==> config.mk <==
export PLATFORM = sky130hd
export DESIGN_NAME = alu_dispatch
export DESIGN_NICKNAME = d
export VERILOG_FILES = /design/src/rtl/alu_dispatch.sv
export SDC_FILE = /design/constraint.sdc
export NUM_CORES = 1
export LEC_CHECK = 0
export ABC_CLOCK_PERIOD_IN_PS = 6500
export BUFFER_PORTS_ARGS = -buffer_cell sky130_fd_sc_hd__buf_2
export CORE_AREA = 2 2 95 97
export DETAILED_ROUTE_END_ITERATION = 12
export DIE_AREA = 0 0 97 99
export PLACE_DENSITY = 0.64
export REMOVE_ABC_BUFFERS = 1
export SETUP_SLACK_MARGIN = 0.05
export SYNTH_ARGS = -nofsm -noshare
export SYNTH_HDL_FRONTEND = slang
export SYNTH_SLANG_ARGS = --single-unit
==> constraint.sdc <==
create_clock -name clk -period 6.5 [get_ports clk]
set_clock_uncertainty 0.15 [all_clocks]
set_input_delay 1.3 -clock clk [delete_from_list [all_inputs] [get_ports clk]]
set_output_delay 1.3 -clock clk [all_outputs]
set_load 0.05 [all_outputs]
==> src/rtl/alu_dispatch.sv <==
// Issue-side dispatcher: decodes an opcode into a one-hot unit start, waits for completion, then flags the result.
// Optional macro ALU_DISPATCH_PIPE_EN lets a new instruction be accepted during the RESULT cycle.
module alu_dispatch #(
    parameter int          N          = 16,
    parameter logic [15:0] MULTI_MASK = 16'hC000,
    parameter int          TIMEOUT    = 255
) (
    input  logic         clk,
    input  logic         rst,
    input  logic         instr_valid,
    output logic         instr_ready,
    input  logic [3:0]   opcode,
    input  logic [3:0]   dst,
    input  logic [N-1:0] op_a,
    input  logic [N-1:0] op_b,
    output logic [15:0]  unit_start,
    output logic [N-1:0] unit_a,
    output logic [N-1:0] unit_b,
    input  logic [15:0]  unit_done,
    output logic [4:0]   fn_sel,
    output logic         res_valid,
    output logic [3:0]   res_dst,
    output logic         err_timeout,
    output logic         busy
);

    localparam int            CW       = $clog2(TIMEOUT + 1);
    localparam logic [CW-1:0] CNT_LAST = CW'(TIMEOUT - 1);

    typedef enum logic [1:0] {IDLE, ISSUE, WAIT, RESULT} state_t;

    state_t        state;
    logic [CW-1:0] cnt;
    logic          accept;
    logic          sel_done;

`ifdef ALU_DISPATCH_PIPE_EN
    assign instr_ready = !rst && ((state == IDLE) || (state == RESULT));
`else
    assign instr_ready = !rst && (state == IDLE);
`endif

    assign accept   = instr_valid && instr_ready;
    assign busy     = (state != IDLE);
    // Only the done strobe of the unit that was actually started matters.
    assign sel_done = unit_done[fn_sel[3:0]];

    always_ff @(posedge clk or posedge rst) begin
        if (rst) begin
            state       <= IDLE;
            cnt         <= '0;
            unit_start  <= '0;
            unit_a      <= '0;
            unit_b      <= '0;
            fn_sel      <= '0;
            res_valid   <= 1'b0;
            res_dst     <= '0;
            err_timeout <= 1'b0;
        end else begin
            unit_start  <= '0;
            res_valid   <= 1'b0;
            err_timeout <= 1'b0;
            case (state)
                IDLE: begin
                    if (accept) begin
                        fn_sel     <= {1'b0, opcode};
                        res_dst    <= dst;
                        unit_a     <= op_a;
                        unit_b     <= op_b;
                        unit_start <= 16'b1 << opcode;
                        state      <= ISSUE;
                    end
                end
                ISSUE: begin
                    cnt <= '0;
                    if (MULTI_MASK[fn_sel[3:0]]) begin
                        state <= WAIT;
                    end else begin
                        res_valid <= 1'b1;
                        state     <= RESULT;
                    end
                end
                WAIT: begin
                    // Completion takes priority over a coincident timeout.
                    if (sel_done) begin
                        res_valid <= 1'b1;
                        state     <= RESULT;
                    end else if (cnt == CNT_LAST) begin
                        res_valid   <= 1'b1;
                        err_timeout <= 1'b1;
                        state       <= RESULT;
                    end else begin
                        cnt <= cnt + 1'b1;
                    end
                end
                RESULT: begin
                    // accept can only be high here when the pipelined build is enabled.
                    if (accept) begin
                        fn_sel     <= {1'b0, opcode};
                        res_dst    <= dst;
                        unit_a     <= op_a;
                        unit_b     <= op_b;
                        unit_start <= 16'b1 << opcode;
                        state      <= ISSUE;
                    end else begin
                        state <= IDLE;
                    end
                end
                default: state <= IDLE;
            endcase
        end
    end

endmodule

==> summary.md <==
| Metric | Value |
|---|---|
| Total grt overflow | `0` |
| Ys Warns | `0` |
| Sw Share | `0.468` |
| Reg2Reg Launch Point | `state[0]` |
| Num CTS Buffers | `9` |
| Crit path largest cell delay | `about 0.26 ns` |
| Type of the tightest min-delay check | `register to register` |
| Worst-skew pair later-pin latency | `between 0.3 and 0.4 ns` |
| I/O Pins | `120` |
| Worst Path Max Fanout | `4` |
| Slew HR | `0.421` |
| Post-synth ARST share | `1.00` |
| Multi-input gate area | `about 1200 sq um` |
| Mapped Cells | `about 220` |
| Number of max-cap violations | `0` |
| Post-synthesis cell area | `2920 sq um` |
| Vias per cell | `around 4.8` |
| Reg-to-reg endpoint | `unit_a[7]` |
| Gr usage total | `0.139` |
| Die ar. | `9600 sq um` |
| Internal | `around 1100 uW` |
| Filler Cell Count | `801` |
| Slew Limit Fails | `0` |
| Fin. Hold Viols | `0` |
| CP max-delay cell | `buf_2` |
| Number of synthesized flops with an enable pin | `0` |
| Register area | `1700 sq um` |
| DR pass1 iterations | `5` |
| Final ANT Viol Nets | `0` |
| Placed insts | `around 440` |
| Part of the power in registers | `0.317` |
| Pwr dens | `approximately 530 nW/um^2` |
| Reg clk slew, reported paths | `0.07 ns` |
| Hold Startpoint | `unit_b[11]` |
| Worst path arrival time | `around 1.8 ns` |
| Layout cells sized above 1 | `0.551` |
| Peak supply drop | `244 uV` |
| FMAX | `309 MHz` |
| Dominant cells by area after synthesis | `dfrtp_1, mux2_2, mux4_2` |
| Initial DRC Count | `74` |
| Cell Chain, Critical Path | `buf_2 -> nor2_1 -> buf_2` |
| Hold EP | `unit_b[11]` |
| Non-Filler Instances | `about 460` |
| Crit-path most repeated cell | `buf_2` |
| Largest net degree at the start of global routing | `between 60 and 70` |
| Seq cells post-synth | `68` |
| Initial antenna violation count | `0` |
| First-pass GRT wire length | `~11 mm` |
| Port-buffer cells | `around 120` |
| Main synth FF type | `dfrtp_1` |
| Post-synth top area share | `0.582` |
| H-tree depth | `3` |
| Rows | `34` |
| CP delay by family, top | `buffers and inverters` |
| Commonest cells after routing, fill and taps aside | `buf_2, dfrtp_1, mux2_2` |
| Layout Nets | `410` |
| Reg2reg path depth | `5` |
| Wire per inst | `13.8 um` |
| Vias | `2180` |
| CTS sink count | `68` |
| Register area share after synthesis | `0.582` |
| Period utilisation layout | `0.498` |
| Core Box Area | `between 8000 and 9000 sq um` |
| Average cell area after synthesis | `between 10 and 15 sq um` |
| Synth cell types | `~40` |
| Static leakage | `approximately 0.002 uW` |
| Crit start category | `primary input` |
| Sw power | `about 950 uW` |
| Fin crit period | `between 3 and 4 ns` |
| Die Wd | `between 90 and 100 um` |
| Clock root cell | `clkbuf_8` |
| Die height | `99 um` |
| Area grow syn2layout | `32.1%` |
| Fin Setup TNS | `0 ns` |
| DPL Wire Length | `4.50 mm` |
| DR DRC count | `0` |
| Clk pwr share | `0.195` |
| Area leader, netlist | `dfrtp_1` |
| CTS hold repair buffers | `0` |
| Routed WL | `about 6.3 mm` |
| Status | `complete, no violations` |
| Worst setup EP type | `output port` |
| Final setup violation count | `0` |
| Fin util | `0.451` |
| Vias in the first global route | `2278` |
| RSZ-0062 raised after global routing | `no` |
| R2r setup slk | `3.83 ns` |
| Initial Util | `0.342` |
| CTS tree | `yes` |
| Setup Buffers After CTS | `0` |
| Crit path buffers/inverters | `2` |
| WS Path Type | `primary input to output port` |
| Clock tree buffer depth | `2` |
| Most common cell after layout, fill and taps aside | `buf_2` |
| RePlAce Congestion | `around 0.80` |
| Hold depth | `1` |
| Combinational share of power | `0.488` |
| Worst-margin pin slew | `~0.87 ns` |
| Antenna diode count | `0` |
| Worst path required time | `slightly above 5 ns` |
| Resize count post-CTS | `0` |
-- synthesized netlist by cell type (2+ instances only) --
library cell  number
a22oi_1            2
nand2_1           11
o21ai_0            6
nand2b_1           3
nand3_1            8
nand4_1            2
dfrtp_1           68
mux2i_1            2
inv_1              8
nor2_1            19
and2_2             2
mux4_2             4
a21o_1             2
and2b_2            2
nand3b_1           2
nor4_1             2
ha_1               6
nor3_1             5
buf_6              2
clkbuf_1           4
mux2_2            41
-- worst reg2reg max path, cell delays in order, from the launching register on --
cell	delay, ns
dfrtp_1	0.38
inv_1	0.12
ha_1	0.30
nor4_4	0.69
buf_4	0.51
mux2_2	0.42
-- logic make-up (layout without fill, tap and decap cells) --
logic type               after synthesis  in the layout  share of synthesized area
multiplexers                          47             47                      0.196
buffers and inverters                 15            144                     0.0257
other                                  1              1                    0.00128
adder cells (fa/ha/maj)                6              6                     0.0257
AND/OR/NAND/NOR                       64             64                      0.116
AO/OA/AOI/OAI                         20             20                     0.0539
flip-flops                            68             68                      0.582
-- power groups by stage --
stage | Combinational (uW) | Sequential, uW | Clock (uW)
finish | 995 | 646 | 398
global route | 1050 | 671 | 429
CTS | 1000 | 649 | 412
detailed placement | 997 | 656 | 0
global placement | 984 | 652 | 0
floorplan | 337 | 1080 | 0
-- through the flow --
step,instance area [sq um],setup slack (ns),total power (uW),hold slack [ns]
6_report,3860,3.26,2040,0.354
5_1_grt,3860,3.23,2140,0.376
4_1_cts,3860,3.26,2060,0.359
3_5_place_dp,3630,3.17,1650,0.341
3_3_place_gp,3630,3.25,1640,0.335
2_1_floorplan,2880,1.87,1410,0.307
-- sequential cells by signal (all words and copies together) (netlist names) --
signal       flops
fn_sel           4
res_valid        1
cnt              8
unit_b          16
state            2
err_timeout      1
res_dst          4
unit_a          16
unit_start      16
-- cell type report --
cell class / count / share of cell area
Clock buffer: 10 / 0.0357
Inverter: 8 / 0.00778
Clock inverter: 6 / 0.0246
Tap cell: 108 / 0.0350
Timing Repair Buffer: 120 / 0.157
Multi-Input combinational cell: 138 / 0.299
Sequential cell: 68 / 0.441
-- per-layer routing --
metal,global-route usage,share of wire
met1,0.181,0.45
met2,0.217,0.48
met3,0.0475,0.069
met4,0.0477,0.0081
met5,0,0
-- how the worst max path moves through the flow --
stage / to / from / depth (start not counted) / slack, ns
2_1_floorplan: unit_start[1] / rst / 3 / 1.87
3_3_place_gp: instr_ready / rst / 3 / 3.25
3_5_place_dp: unit_a[12] / rst / 4 / 3.17
4_1_cts: instr_ready / rst / 3 / 3.26
5_1_grt: instr_ready / rst / 3 / 3.23
6_report: instr_ready / rst / 3 / 3.26
Note: power is estimated with default switching activity, not from simulation.
